**src/rtl/term_writer.sv**
```systemverilog
// ---------------------------------------------------------------------------
// term_writer
//   Character-stream front end for the memory-mapped text terminal. Accepts
//   one byte per valid/ready handshake, interprets printable and control
//   characters, keeps a cursor, and acts as bus master on the terminal
//   buffer port (single writes, full-screen clear, hardware scroll by
//   read-modify-write).
//
// Ports
//   clk        system clock (shared with the terminal buffer)
//   rst        synchronous reset, active low
//   in_valid   in_data holds a character
//   in_data    character byte
//   in_ready   a character can be accepted this cycle (IDLE only)
//   busy       clear or scroll sequence in progress
//   cur_row    cursor row, 0..ROWS-1
//   cur_col    cursor column, 0..COLS-1
//   mem_ena    terminal buffer access enable
//   mem_rw     `MEM_READ / `MEM_WRITE
//   mem_addr   linear index row*COLS+col
//   mem_wdata  {24'b0, char}
//   mem_rdata  buffer read data, valid the cycle after a read access
// ---------------------------------------------------------------------------
`ifndef DATA_BUS
`define DATA_BUS 31:0
`endif
`ifndef MEM_READ
`define MEM_READ 1'b0
`endif
`ifndef MEM_WRITE
`define MEM_WRITE 1'b1
`endif

module term_writer #(
  parameter int          COLS  = 70,
  parameter int          ROWS  = 30,
  parameter logic [7:0]  BLANK = 8'h20
) (
  input  logic             clk,
  input  logic             rst,
  input  logic             in_valid,
  input  logic [7:0]       in_data,
  output logic             in_ready,
  output logic             busy,
  output logic [4:0]       cur_row,
  output logic [6:0]       cur_col,
  output logic             mem_ena,
  output logic             mem_rw,
  output logic [`DATA_BUS] mem_addr,
  output logic [`DATA_BUS] mem_wdata,
  input  logic [`DATA_BUS] mem_rdata
);

  typedef enum logic [2:0] {IDLE, PUT, SCR_RD, SCR_WR, CLR} state_t;

  localparam logic [4:0]  ROW_LAST      = 5'(ROWS - 1);
  localparam logic [6:0]  COL_LAST      = 7'(COLS - 1);
  localparam logic [6:0]  COLS7         = 7'(COLS);
  localparam logic [11:0] COLS12        = 12'(COLS);
  localparam logic [11:0] SCR_LAST      = 12'(COLS * (ROWS - 1) - 1);
  localparam logic [11:0] LAST_ROW_BASE = 12'(COLS * (ROWS - 1));
  localparam logic [11:0] CLR_LAST      = 12'(COLS * ROWS - 1);

  state_t      state, state_n;
  logic [4:0]  row_n;
  logic [6:0]  col_n;
  logic [11:0] idx, idx_n;          // sequence address for scroll/clear
  logic [7:0]  put_char, put_char_n;
  logic        put_adv, put_adv_n;  // PUT advances the column afterwards (not for BS)
  logic        clr_home, clr_home_n;// CLR homes the cursor at the end (FF, not scroll)
  logic        newline;
  logic [6:0]  tab_col;
  logic [11:0] cur_lin;

  // Only the character byte of the read data is moved during a scroll.
  logic unused_rdata;
  assign unused_rdata = ^mem_rdata[31:8];

  assign cur_lin  = 12'(32'(cur_row) * 32'(COLS) + 32'(cur_col));
  assign tab_col  = (cur_col | 7'd7) + 7'd1;
  assign in_ready = (state == IDLE);
  assign busy     = (state == SCR_RD) || (state == SCR_WR) || (state == CLR);

  // NOTE: sequential state uses non-blocking assignments so every register
  // samples the pre-edge values computed by the combinational block.
  always_ff @(posedge clk) begin
    if (!rst) begin
      state    <= IDLE;
      cur_row  <= '0;
      cur_col  <= '0;
      idx      <= '0;
      put_char <= '0;
      put_adv  <= 1'b0;
      clr_home <= 1'b0;
    end else begin
      state    <= state_n;
      cur_row  <= row_n;
      cur_col  <= col_n;
      idx      <= idx_n;
      put_char <= put_char_n;
      put_adv  <= put_adv_n;
      clr_home <= clr_home_n;
    end
  end

  always_comb begin
    // NOTE: every output of this block gets a default first, so no path
    // through the case statement can leave a latch behind.
    state_n    = state;
    row_n      = cur_row;
    col_n      = cur_col;
    idx_n      = idx;
    put_char_n = put_char;
    put_adv_n  = put_adv;
    clr_home_n = clr_home;
    newline    = 1'b0;
    mem_ena    = 1'b0;
    mem_rw     = `MEM_READ;
    mem_addr   = '0;
    mem_wdata  = '0;

    case (state)
      IDLE: begin
        if (in_valid) begin
          if (in_data >= 8'h20 && in_data <= 8'h7E) begin
            put_char_n = in_data;
            put_adv_n  = 1'b1;
            state_n    = PUT;
          end else begin
            case (in_data)
              8'h0A: newline = 1'b1;
              8'h0D: col_n = '0;
              8'h08: begin
                if (cur_col != '0) begin
                  col_n      = cur_col - 7'd1;
                  put_char_n = BLANK;
                  put_adv_n  = 1'b0;
                  state_n    = PUT;
                end
              end
              8'h09: begin
                if (tab_col >= COLS7) newline = 1'b1;
                else                  col_n   = tab_col;
              end
              8'h0C: begin
                idx_n      = '0;
                clr_home_n = 1'b1;
                state_n    = CLR;
              end
              default: ;
            endcase
          end
        end
      end

      PUT: begin
        mem_ena   = 1'b1;
        mem_rw    = `MEM_WRITE;
        mem_addr  = 32'(cur_lin);
        mem_wdata = {24'b0, put_char};
        state_n   = IDLE;
        if (put_adv) begin
          if (cur_col < COL_LAST) col_n   = cur_col + 7'd1;
          else                    newline = 1'b1;
        end
      end

      SCR_RD: begin
        mem_ena  = 1'b1;
        mem_rw   = `MEM_READ;
        mem_addr = 32'(idx + COLS12);
        state_n  = SCR_WR;
      end

      // The read issued in SCR_RD returns this cycle and is written one row up.
      SCR_WR: begin
        mem_ena   = 1'b1;
        mem_rw    = `MEM_WRITE;
        mem_addr  = 32'(idx);
        mem_wdata = {24'b0, mem_rdata[7:0]};
        if (idx == SCR_LAST) begin
          idx_n   = LAST_ROW_BASE;
          state_n = CLR;
        end else begin
          idx_n   = idx + 12'd1;
          state_n = SCR_RD;
        end
      end

      CLR: begin
        mem_ena   = 1'b1;
        mem_rw    = `MEM_WRITE;
        mem_addr  = 32'(idx);
        mem_wdata = {24'b0, BLANK};
        if (idx == CLR_LAST) begin
          state_n = IDLE;
          if (clr_home) begin
            row_n = '0;
            col_n = '0;
          end
        end else begin
          idx_n = idx + 12'd1;
        end
      end

      default: state_n = IDLE;
    endcase

    // Row advance shared by LF, TAB overflow and column wrap: at the bottom
    // row the cursor parks at column 0 and a scroll is started.
    if (newline) begin
      col_n = '0;
      if (cur_row < ROW_LAST) begin
        row_n = cur_row + 5'd1;
      end else begin
        row_n      = ROW_LAST;
        idx_n      = '0;
        clr_home_n = 1'b0;
        state_n    = SCR_RD;
      end
    end
  end

endmodule

```
**config.mk**
```make
export PLATFORM = sky130hd
export DESIGN_NAME = term_writer
export DESIGN_NICKNAME = d
export VERILOG_FILES = /design/src/rtl/term_writer.sv
export SDC_FILE = /design/constraint.sdc
export NUM_CORES = 1
export LEC_CHECK = 0
export CAP_MARGIN = 15
export CORE_MARGIN = 10
export CORE_UTILIZATION = 45
export CTS_CLUSTER_DIAMETER = 30
export CTS_CLUSTER_SIZE = 24
export DETAILED_ROUTE_END_ITERATION = 12
export PLACE_DENSITY = 0.77
export SLEW_MARGIN = 20
export SYNTH_ARGS = -nofsm -noshare
export SYNTH_HDL_FRONTEND = slang
export SYNTH_SLANG_ARGS = --single-unit
```
**constraint.sdc**
```tcl
create_clock -name clk -period 7.1 [get_ports clk]
set_clock_uncertainty 0.1 [all_clocks]
set_input_delay 1.065 -clock clk [delete_from_list [all_inputs] [get_ports clk]]
set_output_delay 1.065 -clock clk [all_outputs]
set_load 0.005 [all_outputs]
```
==> impl_metrics.json <==
{
  "outcome": "complete, no violations",
  "vias_per_cell": 5.86,
  "fin_setup_tns_ns": 0,
  "layout_worst_path_cycle_share_pct": 74.9,
  "final_layout_size_suffix_gt1_share_pct": 4.10,
  "net_switching_power_mw": 0.120,
  "cts_tree": "built",
  "die_width_um": 116,
  "fp.coreArea_um2": 8810,
  "detailedPlacementHpwl_um": 8700,
  "port_buffers": 55,
  "die_area_um2": 13400,
  "cts_htree_levels": 2,
  "synth.avg_cell_area_um2": 7.40,
  "ys_seq_area_share_pct": 18.0,
  "tritoncts_num_sinks": 37,
  "place_congestion": 0.924,
  "netlist_instances": 556,
  "path_buf_inv": 3,
  "syn_area_um2": 4120,
  "leftover_overflow_at_the_end_of_global_routing": 0,
  "number_of_antenna_violations_at_the_first_check_in_global_routing": 0,
  "ctsLongestPathBuffers": 2,
  "worstSetupStartpointType": "register",
  "maxSlewHeadroom_pct": 28.4,
  "synthDominantAreaCellType": "sky130_fd_sc_hd__dfxtp_1",
  "synth-edff-count": 0,
  "power_switching_share_pct": 28.5,
  "power.leakage_nw": 1.79,
  "synth_commonest_cells": "sky130_fd_sc_hd__buf_4, sky130_fd_sc_hd__nand2_1, sky130_fd_sc_hd__a21oi_1",
  "worstPathCellList": "inv_1, ha_1, inv_1, ha_1, ha_1, a31oi_1, xor2_1, ha_1, nor2_1, a21oi_1, nand3_1, xnor2_1, o211ai_1, clkdlybuf4s50_1",
  "multiplexer_area_fraction_after_synthesis_pct": 1.00,
  "initial_core_util_pct": 46.7,
  "synth.yosys.warnings": 0,
  "grt_pass1_wl_um": 18700,
  "finish.net_count": 658,
  "synth_fa_ha_area_share_pct": 9.79,
  "clkLatencyLatePin_ns": 0.30,
  "clk_pin_slew_worst_paths_ns": 0.10,
  "cts_hold_buffers": 0,
  "critical_path_peak_fanout": 11,
  "post_cts_gate_resize_count": 0,
  "timing.setup.critical_path_class": "reg2out",
  "ys_seq_elements": 37,
  "hold_path_class": "reg2reg",
  "count_of_unresolved_drc_violations_after_routing": 0,
  "synthesis_to_layout_area_growth_pct": 11.0,
  "grt_pass1_vias": 3875,
  "parity_gate_share_of_the_synthesized_area_counting_xor_and_xnor_cells_pct": 4.26,
  "yosys_most_used_dff": "sky130_fd_sc_hd__dfxtp_1",
  "grt_use_total_pct": 16.5,
  "synthesized_area_fraction_occupied_by_ao_oa_aoi_and_oai_cells_pct": 27.5,
  "detail_route.wirelength_um": 11400,
  "drtAntennaViolNets": 0,
  "cap_viol_max_count": 0,
  "period_needed_ns": 5.32,
  "cts_made_buffers": 5,
  "post-place-cells": 685,
  "wl_per_cell_um": 16.5,
  "slowest_delay_ns": 0.54,
  "instances_no_fill": 693,
  "detail_route.iter0.violations": 325,
  "floorplan.rows": 34,
  "finalMaxSlewViolations": 0,
  "cp_data_arrival_time_ns": 4.15,
  "grt_max_degree": 26,
  "worst_setup_path_end_kind": "output port",
  "clock_power_share_pct": 37.4,
  "hold_viol_final": 0,
  "required_ns": 5.93,
  "slew_worst_pin_ns": 1.07,
  "cpLargestDelayFamily": "adder cells",
  "critical_path.slowest_cell": "sky130_fd_sc_hd__dfxtp_1",
  "power_frac_seq_pct": 50.8,
  "largest_family_of_logic_cells_by_synthesized_area": "compound AO/OA/AOI/OAI gates",
  "powerDensity_nw_per_um2": 92.3,
  "top_level_ports": 123,
  "netlist-cell-type-count": 74,
  "route.vias.total": 4060,
  "post_synth_main_area_contributors": "sky130_fd_sc_hd__dfxtp_1, sky130_fd_sc_hd__ha_1, sky130_fd_sc_hd__buf_4",
  "first_pass_iters": 5,
  "p_int_mw": 0.301,
  "synth-simple-area-share_pct": 24.8,
  "fp.dieH_um": 116,
  "synth.top_cell.area_share_pct": 18.0,
  "post_cts_buffers": 0,
  "vdd_drop_max_uv": 74.6,
  "power.combinational.fraction_pct": 11.9,
  "final-setup-viol-count": 0,
  "crit_top_cell": "sky130_fd_sc_hd__ha_1",
  "antenna_cells_inserted": 0,
  "rsz0062_at_grt": "no",
  "ys_async_sr_fraction_pct": 0,
  "clock_tree.root_cell": "sky130_fd_sc_hd__clkbuf_8",
  "max_clock_freq_mhz": 188
}
==> routing by layer <==
metal | part of all wire [%] | vias up | wire length (um) | track usage [%]
met2 | 49 | 162 | 5560 | 29.1
met5 | 0 | - | 0 | 0
met1 | 43 | 1898 | 4880 | 20.2
met3 | 7.8 | 13 | 888 | 3.62
li1 | - | 1987 | - | -
met4 | 0.97 | 0 | 111 | 3.50
==> path summary, 6_finish.rpt <==
kind,from,to,slack (ns),depth (start not counted)
worst max-delay path,cur_row[3],mem_addr[9],1.78,14
worst min-delay path,put_char[5],put_char[5],0.36,2
worst max register to register,state[0],idx[5],3.67,5
worst min register to register,put_char[5],put_char[5],0.36,2
==> flip-flops by register name, summed over array words and instances (netlist names) <==
register / count
idx: 12
cur_col: 7
cur_row: 5
clr_home: 1
state: 3
put_char: 8
put_adv: 1
==> area by class of cell <==
class	count	area, um^2
timing repair buffer	55	551
tap	108	135
sequential	37	741
clock inverter	3	21.3
inverter	31	116
clock buffer	5	68.8
fill	865	4240
multi-input combinational	454	2930
==> cells in the final DEF (no fill, tap or decap), drive strengths merged, types with 3 or more instances in the layout <==
cell           instances
or3                    6
o21ai                 28
nand2                 43
mux2i                  3
o221ai                 4
nor3                  19
o21a                  12
dfxtp                 37
xor2                   6
a211oi                 6
inv                   32
nand4b                 3
conb                  43
a21oi                 38
o21bai                 5
nor4                   5
o211ai                 9
nor2b                 17
nand2b                13
clkbuf                 5
o2111ai                3
nand3                 20
xnor2                 14
a31oi                 10
nand4                  3
a21o                   3
or2                    3
a22o                   7
o22ai                  6
clkdlybuf4s50         55
and2                   3
and3                   8
nor2                  31
a22oi                 14
nor4b                  5
ha                    29
==> power groups by stage <==
stage | clock (mW) | combinational [mW] | sequential [mW]
after floorplan | 0 | 0.0471 | 0.217
after global placement | 0 | 0.0477 | 0.219
after detailed placement | 0 | 0.0482 | 0.219
after CTS | 0.157 | 0.0485 | 0.214
after global routing | 0.167 | 0.0553 | 0.214
final | 0.157 | 0.0501 | 0.214
==> through the flow <==
step                instance area, um^2  worst slack (ns)  power (mW)  util [%]  hold WS [ns]
floorplan                          4270              2.93       0.264         -         0.323
global placement                   4480              2.19       0.266      50.8         0.344
detailed placement                 4480              2.14       0.267      50.8         0.353
CTS                                4570              1.79       0.419      51.9         0.367
global route                       4570              1.50       0.437      51.9         0.398
finish                             4570              1.78       0.422      51.9         0.362
==> worst register-to-register path: cells and delay by family, from the launching register on <==
kind | cells | cell delay [ns]
and+or+nand+nor | 2 | 1.12
DFF | 1 | 0.90
AOI/OAI and AO/OA | 3 | 1.19
==> logic make-up (layout without fill, tap and decap cells) <==
group / count (synthesis) / count (layout)
compound gates: 167 / 167
xor+xnor: 20 / 20
fa+ha+maj: 31 / 31
buf+inv: 107 / 94
flops: 37 / 37
mux: 4 / 4
other cells: 1 / 43
simple gates: 189 / 189
Note: power is estimated with default switching activity, not from simulation.
